`config.mk`:
```
export PLATFORM = sky130hd
export DESIGN_NAME = seq_stream_gen
export DESIGN_NICKNAME = d
export VERILOG_FILES = /design/src/rtl/seq_pkg.sv /design/src/rtl/seq_hit_counter.sv /design/src/rtl/seq_stream_gen.sv
export SDC_FILE = /design/constraint.sdc
export NUM_CORES = 1
export LEC_CHECK = 0
export ABC_AREA = 1
export CORE_MARGIN = 1.5
export CORE_UTILIZATION = 57
export CTS_BUF_LIST = sky130_fd_sc_hd__clkbuf_16
export DETAILED_ROUTE_END_ITERATION = 10
export GPL_TIMING_DRIVEN = 0
export PLACE_DENSITY_LB_ADDON = 0.2
export SETUP_SLACK_MARGIN = 0.1
export SYNTH_ARGS = -nofsm -noshare
export SYNTH_HDL_FRONTEND = slang
export SYNTH_SLANG_ARGS = --single-unit
```
`constraint.sdc`:
```
create_clock -name clk -period 2.8 [get_ports clk]
set_clock_uncertainty 0.05 [all_clocks]
set_input_delay 0.56 -clock clk [delete_from_list [all_inputs] [get_ports clk]]
set_output_delay 0.56 -clock clk [all_outputs]
set_load 0.02 [all_outputs]
```
`src/rtl/seq_pkg.sv`:
```
// State encoding and default pattern constants shared by the stream generator and the detectors.
package seq_pkg;

  typedef enum logic [1:0] {
    IDLE  = 2'd0,
    SHIFT = 2'd1,
    DONE  = 2'd2
  } state_t;

  localparam int                     DEF_PAT_LEN = 4;
  localparam logic [DEF_PAT_LEN-1:0] DEF_PATTERN = 4'b1101;

endpackage

```
`src/rtl/seq_hit_counter.sv`:
```
// Counts overlapping PATTERN matches over consumed bits, updated on the consume edge.
// Stalls with bit_en=0; clr restarts history so no match spans two frames.
module seq_hit_counter
  import seq_pkg::*;
#(
  parameter int                 PAT_LEN = DEF_PAT_LEN,
  parameter logic [PAT_LEN-1:0] PATTERN = DEF_PATTERN,
  parameter int                 CNT_W   = 8
) (
  input  logic             clk,
  input  logic             rst,
  input  logic             clr,
  input  logic             bit_in,
  input  logic             bit_en,
  output logic [CNT_W-1:0] hit_cnt
);

  localparam int                HIST_W    = PAT_LEN - 1;
  localparam int                SEEN_W    = $clog2(PAT_LEN) + 1;
  localparam logic [SEEN_W-1:0] SEEN_FULL = SEEN_W'(PAT_LEN - 1);

  logic [HIST_W-1:0] history;
  logic [SEEN_W-1:0] seen;
  logic              match;

  // seen saturates once enough earlier bits exist to fill the history window
  assign match = bit_en && (seen == SEEN_FULL) && ({history, bit_in} == PATTERN);

  always_ff @(posedge clk) begin
    if (rst || clr) begin
      history <= '0;
      seen    <= '0;
      hit_cnt <= '0;
    end else if (bit_en) begin
      history <= HIST_W'({history, bit_in});
      if (seen != SEEN_FULL) seen <= seen + 1'b1;
      if (match && (hit_cnt != '1)) hit_cnt <= hit_cnt + 1'b1;
    end
  end

endmodule

```
`src/rtl/seq_stream_gen.sv`:
```
// Serial frame transmitter: start accepted at edge k gives first bit at k+1, LSB first.
// en=0 stalls the stream with all outputs held; hit_cnt tracks PATTERN matches in the frame.
module seq_stream_gen
  import seq_pkg::*;
#(
  parameter int                 WIDTH   = 16,
  parameter int                 LEN_W   = 5,
  parameter int                 PAT_LEN = DEF_PAT_LEN,
  parameter logic [PAT_LEN-1:0] PATTERN = DEF_PATTERN,
  parameter int                 CNT_W   = 8
) (
  input  logic             clk,
  input  logic             rst,
  input  logic             start,
  input  logic [WIDTH-1:0] data,
  input  logic [LEN_W-1:0] len,
  input  logic             en,
  output logic             dout,
  output logic             dout_valid,
  output logic             busy,
  output logic             done,
  output logic [CNT_W-1:0] hit_cnt
);

  state_t           state;
  logic [WIDTH-1:0] shreg;
  logic [WIDTH-1:0] shreg_nxt;
  logic [LEN_W-1:0] remaining;
  logic [LEN_W-1:0] len_clamped;
  logic             accept;
  logic             consume;

  assign accept      = (state == IDLE) && start;
  assign consume     = (state == SHIFT) && en;
  assign len_clamped = (len > LEN_W'(WIDTH)) ? LEN_W'(WIDTH) : len;
  assign shreg_nxt   = shreg >> 1;

  always_ff @(posedge clk) begin
    if (rst) begin
      state      <= IDLE;
      shreg      <= '0;
      remaining  <= '0;
      dout       <= 1'b0;
      dout_valid <= 1'b0;
      busy       <= 1'b0;
      done       <= 1'b0;
    end else begin
      case (state)
        IDLE: begin
          if (start) begin
            if (len == '0) begin
              state <= DONE;
              done  <= 1'b1;
            end else begin
              state      <= SHIFT;
              shreg      <= data;
              remaining  <= len_clamped;
              dout       <= data[0];
              dout_valid <= 1'b1;
              busy       <= 1'b1;
            end
          end
        end
        SHIFT: begin
          if (en) begin
            if (remaining == LEN_W'(1)) begin
              state      <= DONE;
              dout       <= 1'b0;
              dout_valid <= 1'b0;
              busy       <= 1'b0;
              done       <= 1'b1;
            end else begin
              shreg     <= shreg_nxt;
              dout      <= shreg_nxt[0];
              remaining <= remaining - 1'b1;
            end
          end
        end
        DONE: begin
          done  <= 1'b0;
          state <= IDLE;
        end
        default: state <= IDLE;
      endcase
    end
  end

  // dout is the bit being consumed on a consume edge, so it feeds the matcher directly
  seq_hit_counter #(
    .PAT_LEN (PAT_LEN),
    .PATTERN (PATTERN),
    .CNT_W   (CNT_W)
  ) u_hit (
    .clk     (clk),
    .rst     (rst),
    .clr     (accept),
    .bit_in  (dout),
    .bit_en  (consume),
    .hit_cnt (hit_cnt)
  );

endmodule

```
==> flow_metrics.py <==
metrics = {
    "status": {
        "outcome": "finished clean",
    },
    "critical_path": {
        "cp_top_family": "buffers and inverters",
        "cp-end-kind": "output pin",
        "crit_chain": "clkdlybuf4s50_1",
        "crit_fanout": 7,
        "max_stage_delay_ns": 0.65,
        "cp-start-kind": "flip-flop",
        "cp.required_ns": 2.19,
        "cp_slowest_cell": "clkdlybuf4s50_1",
        "crit_type": "flip-flop to output pin",
        "critical_path_buf_inv_count": 1,
        "cp.arrival_ns": 1.37,
    },
    "power": {
        "powerDensity_nw_per_um2": 641.2,
        "vdd_ir_drop_max_uv": 391.1,
        "power.static_leakage_nw": 1.292,
    },
    "sta": {
        "slew_headroom": 0.6777,
        "max_freq_mhz": 505.5,
        "tightest_slew_ns": 0.4834,
        "rsz0062_at_grt": "false",
        "hold_viol_final": 0,
        "fin_crit_ns": 1.978,
        "setup_viol": 0,
        "slew_violations": 0,
        "min_period_over_period": 0.7066,
        "hold_slack_ns": 0.4276,
        "tns_ns": 0,
    },
    "clocking": {
        "clkTransAtPathRegs_ns": 0.06,
        "clk_latency_ns": 0.28,
        "cts.path.max_buffers": 2,
        "root_buffer": "clkbuf_16",
        "cts.sinks": 39,
        "cts_tree": "yes",
        "htree_levels": 2,
        "hold_buffers": 0,
        "cts_buffers": 5,
        "post_cts_resized": 0,
        "postCtsSetupBuffers": 0,
    },
    "logic_synthesis": {
        "yosys_warnings": 0,
        "synth_xor_area_frac": 0.01227,
        "syn-instance-count": 343,
        "synthArstFlopShare": 0,
        "synthMuxAreaShare": 0,
        "synth.distinct_cells": 25,
        "syn_nets": 373,
        "synth_top_family_by_area": "simple AND/OR/NAND/NOR gates",
        "synth_seq_cells": 39,
        "synthSimpleGateAreaFrac": 0.3922,
        "yosysSeqAreaShare": 0.3647,
        "synthAdderAreaFrac": 0.02922,
        "synth_enable_flop_cells": 0,
        "synth.avg_cell_area_um2": 6.241,
        "synth_ff_type": "dfxtp_1",
        "synth_compound_area_frac": 0.08767,
        "syn_area_um2": 2141,
    },
    "cells_and_area": {
        "drive_above_1_share": 0.05943,
        "n_antenna_cell": 0,
        "n_fill_cell": 309,
        "multi_input_area_um2": 1116,
        "syn_to_final_growth_pct": 27.29,
        "seq_area_um2": 780.7,
        "stdcell_area_um2": 2725,
        "nNetsFinal": 416,
    },
    "grt": {
        "met1_usage": 0.3224,
        "gr-usage-met3": 0.05810,
        "grt_antenna_before_repair": 0,
        "gr-usage-met2": 0.4453,
        "grt.total_usage": 0.2601,
        "first_global_vias": 2046,
        "gr-total-overflow": 0,
        "grt_max_degree": 13,
        "grt_pass1_wl_um": 8562,
        "top_usage_layer": "met2",
    },
    "place": {
        "numPortBuffers": 36,
        "gp_congestion": 0.8985,
        "place_hpwl_um": 3387,
        "placed_cell_area_um2": 2561,
    },
    "floorplan": {
        "fp.dieArea_um2": 4133,
        "die-width_um": 64.29,
        "std_cell_rows": 22,
        "die_y_um": 64.29,
        "start_util": 0.5892,
        "core-area_um2": 3633,
        "ios": 37,
    },
    "routing": {
        "wl_per_cell_um": 11.37,
        "drt_first_pass_iters": 6,
        "drtIter0Drc": 214,
        "viasPerCell": 5.110,
        "num_vias": 2223,
        "wl_um": 4947,
        "ant_nets": 0,
        "drc": 0,
    },
    "min_path": {
        "min_path_type": "flip-flop to flip-flop",
    },
    "flow_run": {
        "maxCapViolCount": 0,
    },
}
==> state kept, by name, summed over array words and instances (netlist names) <==
signal	flops
busy	1
done	1
dout	1
remaining	5
shreg	15
state	2
u_hit.history	3
u_hit.hit_cnt	8
u_hit.seen	3
==> synth_stat cells (2+ instances only) <==
cell / number / area, um^2
inv_1: 45 / 168.9
a21oi_1: 12 / 60.06
xnor2_1: 2 / 17.52
nand3_2: 2 / 20.02
buf_6: 2 / 22.52
o21ai_0: 23 / 115.1
nand2_1: 103 / 386.6
buf_4: 2 / 15.01
buf_2: 3 / 15.01
clkbuf_1: 4 / 15.01
nand3_1: 22 / 110.1
nand4_1: 7 / 43.79
dfxtp_1: 39 / 780.8
inv_2: 2 / 7.510
nor2_2: 2 / 12.51
ha_1: 5 / 62.56
nor2_1: 60 / 225.2
==> layout by cell type, fill, tap and decap left out, types with 3 or more instances in the layout <==
cell	n
clkbuf_16	5
nand2_1	103
o21ai_0	23
a21oi_1	12
nor2_1	60
clkdlybuf4s50_1	36
nand3_1	22
nand4_1	7
ha_1	5
inv_1	45
buf_2	3
clkbuf_1	4
dfxtp_1	39
==> metrics by stage <==
step                setup slack (ns)  cells  utilization  total power [mW]
floorplan                      1.346    343            -            0.9848
global placement              0.6638    427       0.7049             1.104
detailed placement            0.6410    427       0.7049             1.119
CTS                           0.8223    435       0.7500             1.748
global route                  0.7697    435       0.7500             1.854
finish                        0.8216    435       0.7500             1.747
==> per-layer routing <==
metal,up-vias,part of all wire
met5,-,0
met4,0,0.014
met3,7,0.064
met2,77,0.48
met1,986,0.44
li1,1153,-
==> final cells by class <==
type | count | area share
clock buffer | 5 | 0.04591
clock inverter | 3 | 0.01423
inverter | 47 | 0.06474
multi-input combinational | 246 | 0.4096
buffer | 11 | 0.02479
tap | 48 | 0.02204
timing repair buffer | 36 | 0.1322
sequential | 39 | 0.2865
==> where the power goes <==
| group | switching (mW) | internal (mW) |
|---|---|---|
| Clock | 0.214 | 0.415 |
| Combinational | 0.284 | 0.180 |
| Sequential | 0.0327 | 0.622 |
==> final timing paths <==
kind	to	startpoint	slack, ns	cells past startpoint
worst max-delay path	hit_cnt[5]	u_hit.hit_cnt[5]	0.82	1
worst max register to register	shreg[11]	remaining[1]	1.18	10
worst min register to register	u_hit.history[1]	u_hit.history[1]	0.43	2
worst min-delay path	u_hit.history[1]	u_hit.history[1]	0.43	2
==> cell families (layout without fill, tap and decap cells) <==
family,count (synthesis),count (layout)
compound gates,37,37
xor+xnor,3,3
fa+ha+maj,5,5
buf+inv,58,102
flops,39,39
simple gates,201,201
Note: power is estimated with default switching activity, not from simulation.
